File: src/rtl/mil_bc_pkg.sv
// Shared types and constants for the MIL-STD-1553 bus-controller message sequencer.
// Latency: n/a (declarations only).
// Backpressure: n/a.
package mil_bc_pkg;

    // Message-level sequencer states
    typedef enum logic [2:0] {
        IDLE,
        TX_CW,
        TX_DW,
        WAIT_SW,
        RX_DW,
        DONE
    } bc_state_t;

    // Per-word transmit handshake phase inside TX_CW / TX_DW
    typedef enum logic [1:0] {
        PH_SEND,    // load dat, pulse txen, arm start timer
        PH_RISE,    // waiting for the transmitter to go busy
        PH_FALL     // word on the wire, waiting for it to finish
    } tx_ph_t;

    // Result codes reported on err
    localparam logic [1:0] ERR_OK   = 2'd0;
    localparam logic [1:0] ERR_TO   = 2'd1;
    localparam logic [1:0] ERR_SYNC = 2'd2;
    localparam logic [1:0] ERR_ADDR = 2'd3;

    // Default timing: 14 us response window and transmitter start limit at 50 MHz
    localparam int TO_CYC_DEF  = 700;
    localparam int TXS_CYC_DEF = 8;

    // Command-word field positions
    localparam int CW_RT_HI = 15;
    localparam int CW_RT_LO = 11;
    localparam int CW_TR    = 10;
    localparam int CW_SA_HI = 9;
    localparam int CW_SA_LO = 5;
    localparam int CW_WC_HI = 4;
    localparam int CW_WC_LO = 0;

    // Data words carried by a command: word count 0 means 32, mode codes carry none
    function automatic logic [5:0] n_words(input logic [15:0] cw);
        logic [4:0] sa;
        logic [4:0] wc;
        sa = cw[CW_SA_HI:CW_SA_LO];
        wc = cw[CW_WC_HI:CW_WC_LO];
        if (sa == 5'd0 || sa == 5'd31) begin
            return 6'd0;
        end else if (wc == 5'd0) begin
            return 6'd32;
        end else begin
            return {1'b0, wc};
        end
    endfunction

endpackage

File: src/rtl/mil_bc_seq_if.sv
// Bus bundle between the BC sequencer and its host / MIL_TXD / MIL_RXD / buffers.
// Latency: n/a (wires only).
// Backpressure: transmit paced by en_tx, receive by ok_rx strobes; no ready signals.
interface mil_bc_seq_if;
    logic        st;
    logic [15:0] cw;
    logic [15:0] dw_dat;
    logic        en_tx;
    logic        ok_rx;
    logic [15:0] sr_dat;
    logic        CW_DW;
    logic        txen;
    logic [15:0] dat;
    logic [4:0]  dw_adr;
    logic        rx_we;
    logic [4:0]  rx_adr;
    logic [15:0] rx_dat;
    logic [15:0] sw_rx;
    logic        busy;
    logic        done;
    logic [1:0]  err;

    // master: the sequencer itself, which drives the message outputs
    modport master (
        input  st, cw, dw_dat, en_tx, ok_rx, sr_dat, CW_DW,
        output txen, dat, dw_adr, rx_we, rx_adr, rx_dat, sw_rx, busy, done, err
    );

    // slave: host, transceiver and buffer side
    modport slave (
        output st, cw, dw_dat, en_tx, ok_rx, sr_dat, CW_DW,
        input  txen, dat, dw_adr, rx_we, rx_adr, rx_dat, sw_rx, busy, done, err
    );
endinterface

File: src/rtl/mil_bc_timer.sv
// Loadable down-counter: restart loads i_val, o_exp pulses i_val cycles after the restart edge.
// Latency: o_exp is combinational from the count, asserted in the i_val-th cycle after restart.
// Backpressure: none; restart wins over clear and expiry, timer idles after expiring.
module mil_bc_timer #(
    parameter int W = 10
) (
    input  logic         clk,
    input  logic         rst_n,
    input  logic         i_restart,
    input  logic         i_clr,
    input  logic [W-1:0] i_val,
    output logic         o_exp
);
    logic [W-1:0] r_cnt;
    logic         r_run;

    assign o_exp = r_run && (r_cnt == W'(1));

    // Count down while armed; stop on clear or after the expiry cycle
    always_ff @(posedge clk or negedge rst_n) begin
        if (!rst_n) begin
            r_cnt <= '0;
            r_run <= 1'b0;
        end else if (i_restart) begin
            r_cnt <= i_val;
            r_run <= 1'b1;
        end else if (i_clr || o_exp) begin
            r_cnt <= '0;
            r_run <= 1'b0;
        end else if (r_run) begin
            r_cnt <= r_cnt - W'(1);
        end
    end
endmodule

File: src/rtl/mil_bc_seq.sv
// BC message sequencer: sends CW (+ DWs), takes RT status (+ DWs), reports err and a done pulse.
// Latency: busy one cycle after st; TXS_CYC transmitter-start limit, TO_CYC response timeout.
// Backpressure: none; words paced by en_tx / ok_rx, st ignored until the message completes.
module mil_bc_seq
    import mil_bc_pkg::*;
#(
    parameter int TO_CYC  = TO_CYC_DEF,
    parameter int TXS_CYC = TXS_CYC_DEF
) (
    input  logic         clk,
    input  logic         rst_n,
    mil_bc_seq_if.master bus
);
    localparam int TMR_MAX = (TO_CYC > TXS_CYC) ? TO_CYC : TXS_CYC;
    localparam int TMR_W   = $clog2(TMR_MAX + 1);
    localparam logic [TMR_W-1:0] TMR_TO  = TMR_W'(TO_CYC);
    localparam logic [TMR_W-1:0] TMR_TXS = TMR_W'(TXS_CYC);

    logic [1:0]       r_rst_sync;
    logic             w_rst_n;

    bc_state_t        r_state, w_state;
    tx_ph_t           r_ph, w_ph;
    logic [15:0]      r_cw, w_cw;
    logic [5:0]       r_n, w_n;
    logic [5:0]       r_idx, w_idx, w_idx_inc;
    logic             r_txen, w_txen;
    logic [15:0]      r_dat, w_dat;
    logic [4:0]       r_dw_adr, w_dw_adr;
    logic             r_rx_we, w_rx_we;
    logic [4:0]       r_rx_adr, w_rx_adr;
    logic [15:0]      r_rx_dat, w_rx_dat;
    logic [15:0]      r_sw_rx, w_sw_rx;
    logic             r_busy, w_busy;
    logic             r_done, w_done;
    logic [1:0]       r_err, w_err;
    logic             w_fin;
    logic             w_tr;
    logic             w_rt_ok;
    logic             w_tmr_restart, w_tmr_clr, w_tmr_exp;
    logic [TMR_W-1:0] w_tmr_val;

    // Reset asserts at once and releases two clocks after rst_n rises
    always_ff @(posedge clk or negedge rst_n) begin
        if (!rst_n) begin
            r_rst_sync <= 2'b00;
        end else begin
            r_rst_sync <= {r_rst_sync[0], 1'b1};
        end
    end
    assign w_rst_n = r_rst_sync[1];

    assign w_tr      = r_cw[CW_TR];
    assign w_rt_ok   = (bus.sr_dat[CW_RT_HI:CW_RT_LO] == r_cw[CW_RT_HI:CW_RT_LO]);
    assign w_idx_inc = r_idx + 6'd1;

    // One timer serves both the transmitter-start window and the RT response window
    mil_bc_timer #(.W(TMR_W)) u_tmr (
        .clk       (clk),
        .rst_n     (w_rst_n),
        .i_restart (w_tmr_restart),
        .i_clr     (w_tmr_clr),
        .i_val     (w_tmr_val),
        .o_exp     (w_tmr_exp)
    );

    // Next-state and next-output decode for the whole message
    always_comb begin
        w_state       = r_state;
        w_ph          = r_ph;
        w_cw          = r_cw;
        w_n           = r_n;
        w_idx         = r_idx;
        w_txen        = 1'b0;
        w_dat         = r_dat;
        w_dw_adr      = r_dw_adr;
        w_rx_we       = 1'b0;
        w_rx_adr      = r_rx_adr;
        w_rx_dat      = r_rx_dat;
        w_sw_rx       = r_sw_rx;
        w_busy        = r_busy;
        w_done        = 1'b0;
        w_err         = r_err;
        w_fin         = 1'b0;
        w_tmr_restart = 1'b0;
        w_tmr_clr     = 1'b0;
        w_tmr_val     = TMR_TO;

        case (r_state)
            IDLE: begin
                if (bus.st) begin
                    w_cw    = bus.cw;
                    w_n     = n_words(bus.cw);
                    w_busy  = 1'b1;
                    w_err   = ERR_OK;
                    w_ph    = PH_SEND;
                    w_state = TX_CW;
                end
            end

            TX_CW, TX_DW: begin
                case (r_ph)
                    PH_SEND: begin
                        // dw_adr has been stable for a cycle, so dw_dat is already valid
                        w_txen        = 1'b1;
                        w_dat         = (r_state == TX_CW) ? r_cw : bus.dw_dat;
                        w_tmr_restart = 1'b1;
                        w_tmr_val     = TMR_TXS;
                        w_ph          = PH_RISE;
                    end
                    PH_RISE: begin
                        if (bus.en_tx) begin
                            w_tmr_clr = 1'b1;
                            w_ph      = PH_FALL;
                        end else if (w_tmr_exp) begin
                            w_err = ERR_TO;
                            w_fin = 1'b1;
                        end
                    end
                    default: begin
                        if (!bus.en_tx) begin
                            if (r_state == TX_CW && !w_tr && r_n != 6'd0) begin
                                w_state  = TX_DW;
                                w_idx    = 6'd0;
                                w_dw_adr = 5'd0;
                                w_ph     = PH_SEND;
                            end else if (r_state == TX_DW && w_idx_inc != r_n) begin
                                w_idx    = w_idx_inc;
                                w_dw_adr = w_idx_inc[4:0];
                                w_ph     = PH_SEND;
                            end else begin
                                // Response window opens on the end of the last word sent
                                w_state       = WAIT_SW;
                                w_tmr_restart = 1'b1;
                            end
                        end
                    end
                endcase
            end

            WAIT_SW: begin
                if (bus.ok_rx) begin
                    if (!bus.CW_DW) begin
                        w_err = ERR_SYNC;
                        w_fin = 1'b1;
                    end else if (!w_rt_ok) begin
                        w_err = ERR_ADDR;
                        w_fin = 1'b1;
                    end else begin
                        w_sw_rx = bus.sr_dat;
                        if (w_tr && r_n != 6'd0) begin
                            w_state       = RX_DW;
                            w_idx         = 6'd0;
                            w_tmr_restart = 1'b1;
                        end else begin
                            w_fin = 1'b1;
                        end
                    end
                end else if (w_tmr_exp) begin
                    w_err = ERR_TO;
                    w_fin = 1'b1;
                end
            end

            RX_DW: begin
                if (bus.ok_rx) begin
                    if (bus.CW_DW) begin
                        w_err = ERR_SYNC;
                        w_fin = 1'b1;
                    end else begin
                        w_rx_we  = 1'b1;
                        w_rx_adr = r_idx[4:0];
                        w_rx_dat = bus.sr_dat;
                        w_idx    = w_idx_inc;
                        if (w_idx_inc == r_n) begin
                            w_fin = 1'b1;
                        end else begin
                            w_tmr_restart = 1'b1;
                        end
                    end
                end else if (w_tmr_exp) begin
                    w_err = ERR_TO;
                    w_fin = 1'b1;
                end
            end

            DONE: begin
                w_state = IDLE;
            end

            default: begin
                w_state = IDLE;
            end
        endcase

        // Completion: done pulses for the single DONE cycle, busy drops with it
        if (w_fin) begin
            w_state   = DONE;
            w_busy    = 1'b0;
            w_done    = 1'b1;
            w_tmr_clr = 1'b1;
        end
    end

    // State and registered outputs
    always_ff @(posedge clk or negedge w_rst_n) begin
        if (!w_rst_n) begin
            r_state  <= IDLE;
            r_ph     <= PH_SEND;
            r_cw     <= '0;
            r_n      <= '0;
            r_idx    <= '0;
            r_txen   <= 1'b0;
            r_dat    <= '0;
            r_dw_adr <= '0;
            r_rx_we  <= 1'b0;
            r_rx_adr <= '0;
            r_rx_dat <= '0;
            r_sw_rx  <= '0;
            r_busy   <= 1'b0;
            r_done   <= 1'b0;
            r_err    <= ERR_OK;
        end else begin
            r_state  <= w_state;
            r_ph     <= w_ph;
            r_cw     <= w_cw;
            r_n      <= w_n;
            r_idx    <= w_idx;
            r_txen   <= w_txen;
            r_dat    <= w_dat;
            r_dw_adr <= w_dw_adr;
            r_rx_we  <= w_rx_we;
            r_rx_adr <= w_rx_adr;
            r_rx_dat <= w_rx_dat;
            r_sw_rx  <= w_sw_rx;
            r_busy   <= w_busy;
            r_done   <= w_done;
            r_err    <= w_err;
        end
    end

    assign bus.txen   = r_txen;
    assign bus.dat    = r_dat;
    assign bus.dw_adr = r_dw_adr;
    assign bus.rx_we  = r_rx_we;
    assign bus.rx_adr = r_rx_adr;
    assign bus.rx_dat = r_rx_dat;
    assign bus.sw_rx  = r_sw_rx;
    assign bus.busy   = r_busy;
    assign bus.done   = r_done;
    assign bus.err    = r_err;
endmodule

File: src/flat_wrapper.sv
// flat-port wrapper written by rule: the top's interface ports become plain ports
module mil_bc_seq_flat import mil_bc_pkg::*;
#(
    parameter int TO_CYC  = TO_CYC_DEF,
    parameter int TXS_CYC = TXS_CYC_DEF
)
  (clk, rst_n, bus_st, bus_cw, bus_dw_dat, bus_en_tx, bus_ok_rx, bus_sr_dat, bus_CW_DW, bus_txen, bus_dat, bus_dw_adr, bus_rx_we, bus_rx_adr, bus_rx_dat, bus_sw_rx, bus_busy, bus_done, bus_err);
  mil_bc_seq_if bus_i ();
  input  logic clk;
  input  logic rst_n;
  input wire logic [$bits(bus_i.st)-1:0] bus_st;
  input wire logic [$bits(bus_i.cw)-1:0] bus_cw;
  input wire logic [$bits(bus_i.dw_dat)-1:0] bus_dw_dat;
  input wire logic [$bits(bus_i.en_tx)-1:0] bus_en_tx;
  input wire logic [$bits(bus_i.ok_rx)-1:0] bus_ok_rx;
  input wire logic [$bits(bus_i.sr_dat)-1:0] bus_sr_dat;
  input wire logic [$bits(bus_i.CW_DW)-1:0] bus_CW_DW;
  output wire logic [$bits(bus_i.txen)-1:0] bus_txen;
  output wire logic [$bits(bus_i.dat)-1:0] bus_dat;
  output wire logic [$bits(bus_i.dw_adr)-1:0] bus_dw_adr;
  output wire logic [$bits(bus_i.rx_we)-1:0] bus_rx_we;
  output wire logic [$bits(bus_i.rx_adr)-1:0] bus_rx_adr;
  output wire logic [$bits(bus_i.rx_dat)-1:0] bus_rx_dat;
  output wire logic [$bits(bus_i.sw_rx)-1:0] bus_sw_rx;
  output wire logic [$bits(bus_i.busy)-1:0] bus_busy;
  output wire logic [$bits(bus_i.done)-1:0] bus_done;
  output wire logic [$bits(bus_i.err)-1:0] bus_err;
  assign bus_i.st = bus_st;
  assign bus_i.cw = bus_cw;
  assign bus_i.dw_dat = bus_dw_dat;
  assign bus_i.en_tx = bus_en_tx;
  assign bus_i.ok_rx = bus_ok_rx;
  assign bus_i.sr_dat = bus_sr_dat;
  assign bus_i.CW_DW = bus_CW_DW;
  assign bus_txen = bus_i.txen;
  assign bus_dat = bus_i.dat;
  assign bus_dw_adr = bus_i.dw_adr;
  assign bus_rx_we = bus_i.rx_we;
  assign bus_rx_adr = bus_i.rx_adr;
  assign bus_rx_dat = bus_i.rx_dat;
  assign bus_sw_rx = bus_i.sw_rx;
  assign bus_busy = bus_i.busy;
  assign bus_done = bus_i.done;
  assign bus_err = bus_i.err;
  mil_bc_seq #(.TO_CYC(TO_CYC), .TXS_CYC(TXS_CYC)) u_core (.clk(clk), .rst_n(rst_n), .bus(bus_i));
endmodule
File: config.mk
export PLATFORM = sky130hd
export DESIGN_NAME = mil_bc_seq_flat
export DESIGN_NICKNAME = d
export VERILOG_FILES = /design/src/rtl/mil_bc_pkg.sv /design/src/rtl/mil_bc_seq_if.sv /design/src/rtl/mil_bc_timer.sv /design/src/rtl/mil_bc_seq.sv /design/src/flat_wrapper.sv
export SDC_FILE = /design/constraint.sdc
export NUM_CORES = 1
export LEC_CHECK = 0
export ABC_AREA = 1
export CORE_ASPECT_RATIO = 0.75
export CORE_UTILIZATION = 55
export CTS_CLUSTER_SIZE = 12
export DETAILED_ROUTE_END_ITERATION = 10
export GPL_TIMING_DRIVEN = 0
export PLACE_DENSITY_LB_ADDON = 0.08
export SYNTH_ARGS = -nofsm -noshare
export SYNTH_HDL_FRONTEND = slang
export SYNTH_SLANG_ARGS = --single-unit
export TNS_END_PERCENT = 100
File: constraint.sdc
create_clock -name clk -period 8.25 [get_ports clk]
set_clock_uncertainty 0.1 [all_clocks]
set_input_delay 0.825 -clock clk [delete_from_list [all_inputs] [get_ports clk]]
set_output_delay 0.825 -clock clk [all_outputs]
set_load 0.02 [all_outputs]
# [Word level (Yosys, flattened, before mapping)]
# Index checks and enable logic that the tools add are counted.
[word_totals] reg_bits=110 inputBits=54 output_inout_bits=64 elab_cells=177
[op_classes] add_sub_neg=2 n_eq_ne=35 mux=86 bitwise_logic=3 reduce_logical=33
[op_table] operator="6-bit 2-to-1 mux" n=12
[op_table] operator="10-bit 2-to-1 mux" n=5
[op_table] operator="1-bit 2-to-1 mux" n=35
[op_table] operator="3-bit 2-to-1 mux" n=10
[op_table] operator="2-bit 2-to-1 mux" n=13
[op_table] operator="6-bit case mux with 3 select lines" n=1
[op_table] operator="16-bit 2-to-1 mux" n=1
[op_table] operator="3-bit by 2-bit inequality test with 1-bit output (second input constant)" n=5
[op_table] operator="2-bit inequality test (second input constant)" n=7
[op_table] operator="3-bit case mux with 4 select lines" n=1
[op_table] operator="10-bit by 1-bit == test with 1-bit output (second input constant)" n=1
[op_table] operator="5-bit logical NOT" n=2
[op_table] operator="5-bit 2-to-1 mux" n=2
[op_table] operator="10-bit AND reduction" n=1
[op_table] operator="2-bit nonzero test" n=5
[op_table] operator="10-bit by 1-bit subtractor with 10-bit output (second input constant)" n=1
[op_table] operator="3-bit by 1-bit inequality test with 1-bit output (second input constant)" n=3
[op_table] operator="9-bit AND reduction" n=1
[op_table] operator="2-bit by 1-bit inequality test with 1-bit output (second input constant)" n=4
[op_table] operator="4-bit by 2-bit inequality test with 1-bit output (second input constant)" n=2
[op_table] operator="2-bit case mux with 2 select lines" n=2
[op_table] operator="2-bit case mux with 4 select lines" n=1
[op_table] operator="4-bit AND reduction" n=2
[op_table] operator="6-bit by 1-bit adder with 6-bit output (second input constant)" n=1
[op_table] operator="other kinds (27)" n=41

# [Longest topological paths before layout]
[depth] ltp_word=11 depth_mapped=18 ltp_nobuf=18

# [Modules after synthesis]
# A second synthesis with hierarchy kept.
[unflattened] cells_unflattened=708 area_unflattened_um2=5512.8
[modules_own_cells] mod="mil_bc_seq" instances=1 cells_per_inst=581 area_each_um2=4650.7 seq_area_each_um2=2477.4
[modules_own_cells] mod="mil_bc_timer" instances=1 cells_per_inst=127 area_each_um2=862.1 seq_area_each_um2=275.3

# [Worst setup path before layout]
# OpenSTA, ideal clock, no wires.
[synth_path] path_type="input port to flip-flop" startpoint="in bus_sr_dat[14]" endpoint="reg u_core.u_tmr.r_cnt[2]" setup_ps=116 arrival_ps=2067 required_ps=8034 path_slack_ps=5967 path_stages=11 n_path_buf=0 cell_sequence="xor2_1 > nor2_1 > nand4_1 > a21oi_4 > nand2_4 > nor2_4 > inv_2 > nor2_8 > nand2_4 > nand2_1 > nand2_1"
[synth_between] elab_chain_len=9 elab_cells_between_ends=14 cone_classes="1 x eq/ne; 11 x mux; 2 x reduce/logical"
[synth_lines] item="from (decl)" line_no="flat_wrapper.sv:16" source="input wire logic [$bits(bus_i.sr_dat)-1:0] bus_sr_dat;"
[synth_lines] item="5-bit == test *" line_no="mil_bc_seq.sv:54" source="assign w_rt_ok = (bus.sr_dat[CW_RT_HI:CW_RT_LO] == r_cw[CW_RT_HI:CW_RT_LO]);"
[synth_lines] item="1-bit 2-to-1 mux" line_no="mil_bc_seq.sv:146" source="end else if (!w_rt_ok) begin"
[synth_lines] item="1-bit 2-to-1 mux" line_no="mil_bc_seq.sv:143" source="if (!bus.CW_DW) begin"
[synth_lines] item="1-bit 2-to-1 mux" line_no="mil_bc_seq.sv:142" source="if (bus.ok_rx) begin"
[synth_lines] item="1-bit case mux with 3 select lines" line_no="mil_bc_seq.sv:89" source="case (r_state)"
[synth_lines] item="1-bit 2-to-1 mux" line_no="mil_bc_seq.sv:197" source="if (w_fin) begin"
[synth_lines] item="1-bit logical OR" line_no="mil_bc_timer.sv:27" source="end else if (i_clr || o_exp) begin"
[synth_lines] item="10-bit 2-to-1 mux" line_no="mil_bc_timer.sv:27"
[synth_lines] item="10-bit 2-to-1 mux" line_no="mil_bc_timer.sv:24" source="end else if (i_restart) begin"
[synth_lines] item="to (signal assigned)" line_no="mil_bc_timer.sv:25" source="r_cnt <= i_val;"
[synth_lines] item="to (signal assigned)" line_no="mil_bc_timer.sv:31" source="r_cnt <= r_cnt - W'(1);"
[synth_lines] item="to (decl)" line_no="mil_bc_timer.sv:14" source="logic [W-1:0] r_cnt;"
# Mark *: on every way between the ends. The rest lies on a longest branch, timed or not.
# A chain may end at the register's enable or synchronous reset.

# [Worst setup path in the final report]
[layout_path] startpoint="in bus_sr_dat[11]" endpoint="reg u_core.u_tmr.r_cnt[9]"
# Same word-level chain as after synthesis.

==> metrics.md <==
| Metric | Value |
|---|---|
| Outcome | completed |
| Count of final setup violators | 0 |
| Layout Area Growth over Synthesis | 31.5% |
| Share of cells above drive strength 1 | 0.0674 |
| Peak VDD IR | 0.179 mV |
| Async SR Flop Fraction | 1.00 |
| Max Freq | 0.350 GHz |
| Initial antenna violation count | 0 |
| Post-CTS resize count | 0 |
| Crit path max fanout | 6 |
| Synth warn | 0 |
| Post-synthesis cell type count | 36 |
| Setup crit end kind | register |
| Ports | 118 |
| Post-Syn Instances | 638 |
| RSZ-0062 raised after global routing | false |
| Crit path to | u_core.u_tmr.r_cnt[9] |
| Critical path type | input port to register |
| Top_reg_cell synth | dfrtp_1 |
| PD cells | 395 nW/um^2 |
| CTS Hold Bufs | 0 |
| Final ANT Viol Nets | 0 |
| Vias in the first global route | 4,492 |
| CTS buffer count | 9 |
| Worst setup margin | 5.39 ns |
| First-pass GRT wire length | 22,000 microns |
| Most common cell after layout, fill and taps aside | nand2_1 |
| Period utilization | 0.346 |
| Clk_lat worst skew | 0.35 ns |
| Endpoints failing hold | 0 |
| CTS tree | built |
| Avg Synthesized Cell Area | 8.28 sq um |
| Filler Cells Inserted | 664 |
| Crit path from | bus_sr_dat[11] |
| Placed cell count | 884 |
| Post-synth net total | 695 |
| Die footprint | 10,000 sq um |
| Startpoint types | input port |
| Height of the die | 86.9 microns |
| Most frequent cells in the layout | nand2_1, clkdlybuf4s50_1, dfrtp_1 |
| Clk root buf | clkbuf_16 |
| #FFs+latches synth | 110 |
| Vias per std cell | 5.29 |
| Tmin final | 2.86 ns |
| Area share of the largest cell type after synthesis | 0.521 |
| Yosys top cell by area | dfrtp_1 |
| Mapped Area | 5280 sq um |
| GPL Wtd Cong | 0.940 |
| Pre-CTS setup slack | 5.04 ns |
| Worst slew margin | 0.477 |
| H-Tree Depth | 3 |
| FF-to-FF End | u_core.u_tmr.r_cnt[9] |
| HPWL Detailed | 10,100 microns |
| HP Class | register to register |
| Worst-Margin Slew | 0.785 ns |
| TritonRoute pass-1 iters | 5 |
| R2R cell count | 18 |
| Total Routed Length | 13,400 microns |
| Register-to-register setup slack | 5.82 ns |
| Fin cells | 900 |
| TritonCTS Sinks | 110 |
| DR vias | 4,762 |
| Core Rows | 30 |
| Max_cap viols | 0 |
| Top cells by area, synth | dfrtp_1, nand2_1, o21ai_0 |
| Post-CTS Setup Bufs | 0 |
| EDFF count, synth | 0 |
| Die width | 115 microns |
| Worst path arrival time | 3.00 ns |
| Total grt overflow | 0 |
| Total GRT Usage | 0.288 |
| Final core utilization | 0.756 |
| Pins over their slew limit | 0 |
| Drt wl/cell | 14.9 microns |
| Seq/Total Area, Yosys | 0.521 |
| Clk slew on worst S/H paths | 0.07 ns |
| Required time worst endpoint | 8.39 ns |
| Starting Density | 0.575 |
| DRC errors left | 0 |
| Core box area | 9200 sq um |
| ANT cells | 0 |
| Setup tns final | 0 ns |
| Final #Nets | 824 |
| Input/output buffers | 117 |
| RR Startpoint | u_core.r_idx[0] |
| DR iter-0 viols | 405 |
| Largest net degree at the start of global routing | 60 |
| Max Buffers Root-to-Sink | 2 |
| Leak Pwr | 0.00331 uW |
-- final cells by class --
type	instances	area [sq um]	share of cell area
buffer	19	82.6	0.0119
clock buffer	12	246	0.0355
clock inverter	4	55.1	0.00792
inverter	84	315	0.0454
multi-input combinational	425	2130	0.307
sequential	110	2760	0.397
tap	128	160	0.0231
timing repair buffer	118	1200	0.173
-- power by group --
group | internal (uW) | leakage, uW | switching, uW | total (uW)
clock | 246 | 0.000144 | 195 | 442
combinational | 545 | 0.00177 | 830 | 1380
sequential | 769 | 0.00140 | 157 | 925
total | 1560 | 0.00331 | 1180 | 2740
-- registers in the layout, indices dropped and copies added, names as in the netlist --
signal,flops
u_core.r_rst_sync,2
u_core.r_ph,2
u_core.bus.done,1
u_core.bus.rx_adr,5
u_core.r_cw,16
u_core.bus.dat,16
u_core.r_idx,6
u_core.bus.sw_rx,16
u_core.bus.txen,1
u_core.bus.rx_we,1
u_core.bus.rx_dat,16
u_core.bus.busy,1
u_core.bus.err,2
u_core.r_state,3
u_core.u_tmr.r_cnt,10
u_core.u_tmr.r_run,1
u_core.r_n,6
u_core.bus.dw_adr,5
-- how the worst min path moves through the flow --
stage	endpoint	cells past startpoint	slack [ns]	start
after floorplan	u_core.r_rst_sync[1]	0	0.23	u_core.r_rst_sync[0]
after global placement	u_core.r_rst_sync[1]	0	0.24	u_core.r_rst_sync[0]
after detailed placement	u_core.r_rst_sync[1]	0	0.24	u_core.r_rst_sync[0]
after CTS	u_core.r_rst_sync[1]	0	0.25	u_core.r_rst_sync[0]
after global routing	u_core.r_rst_sync[1]	0	0.27	u_core.r_rst_sync[0]
final	u_core.r_rst_sync[1]	0	0.25	u_core.r_rst_sync[0]
-- critical path, stage by stage --
cell	delay, ns
clkdlybuf4s50_1	0.47
inv_1	0.07
nand2_1	0.07
nand4_1	0.12
nor2_1	0.25
nand4_1	0.21
a21oi_4	0.29
nand2_4	0.11
nor2_4	0.10
inv_2	0.09
nor2_8	0.16
nand2_4	0.08
nand2_1	0.09
nand2_1	0.05
-- metal layers --
layer	track usage	routed length [microns]	up-vias
met5	0	0	-
met4	0.0756	181	0
met3	0.0786	920	20
met2	0.444	6040	164
met1	0.404	6240	2250
li1	-	-	2328
-- cell usage after synthesis (all sizes together) (3+ instances only) --
| library cell | number |
|---|---|
| o21ai | 80 |
| nor3 | 7 |
| nand3 | 22 |
| inv | 83 |
| ha | 3 |
| nand2 | 195 |
| a21oi | 10 |
| o31ai | 6 |
| nor2 | 40 |
| nand4 | 21 |
| xor2 | 10 |
| dfrtp | 110 |
| clkbuf | 17 |
| o22ai | 13 |
| a31oi | 7 |
| nand3b | 3 |
-- logic make-up (layout without fill, tap and decap cells) --
group	count (synthesis)	after routing	share of synthesized area
AO/OA/AOI/OAI	120	120	0.126
flip-flops	110	110	0.521
AND/OR/NAND/NOR	290	290	0.252
buffers and inverters	103	237	0.0753
adder cells (fa/ha/maj)	3	3	0.00710
other	1	1	0.000710
XOR/XNOR	11	11	0.0182
-- through the flow --
step                      hold slack, ns  total power [uW]  instance area [sq um]
final                              0.251              2740                   6950
after global routing               0.268              2930                   6950
after CTS                          0.254              2740                   6950
after detailed placement           0.237              2290                   6650
after global placement             0.236              2240                   6620
after floorplan                    0.231              1780                   5280
No activity file was read; power rests on OpenSTA's default activity.
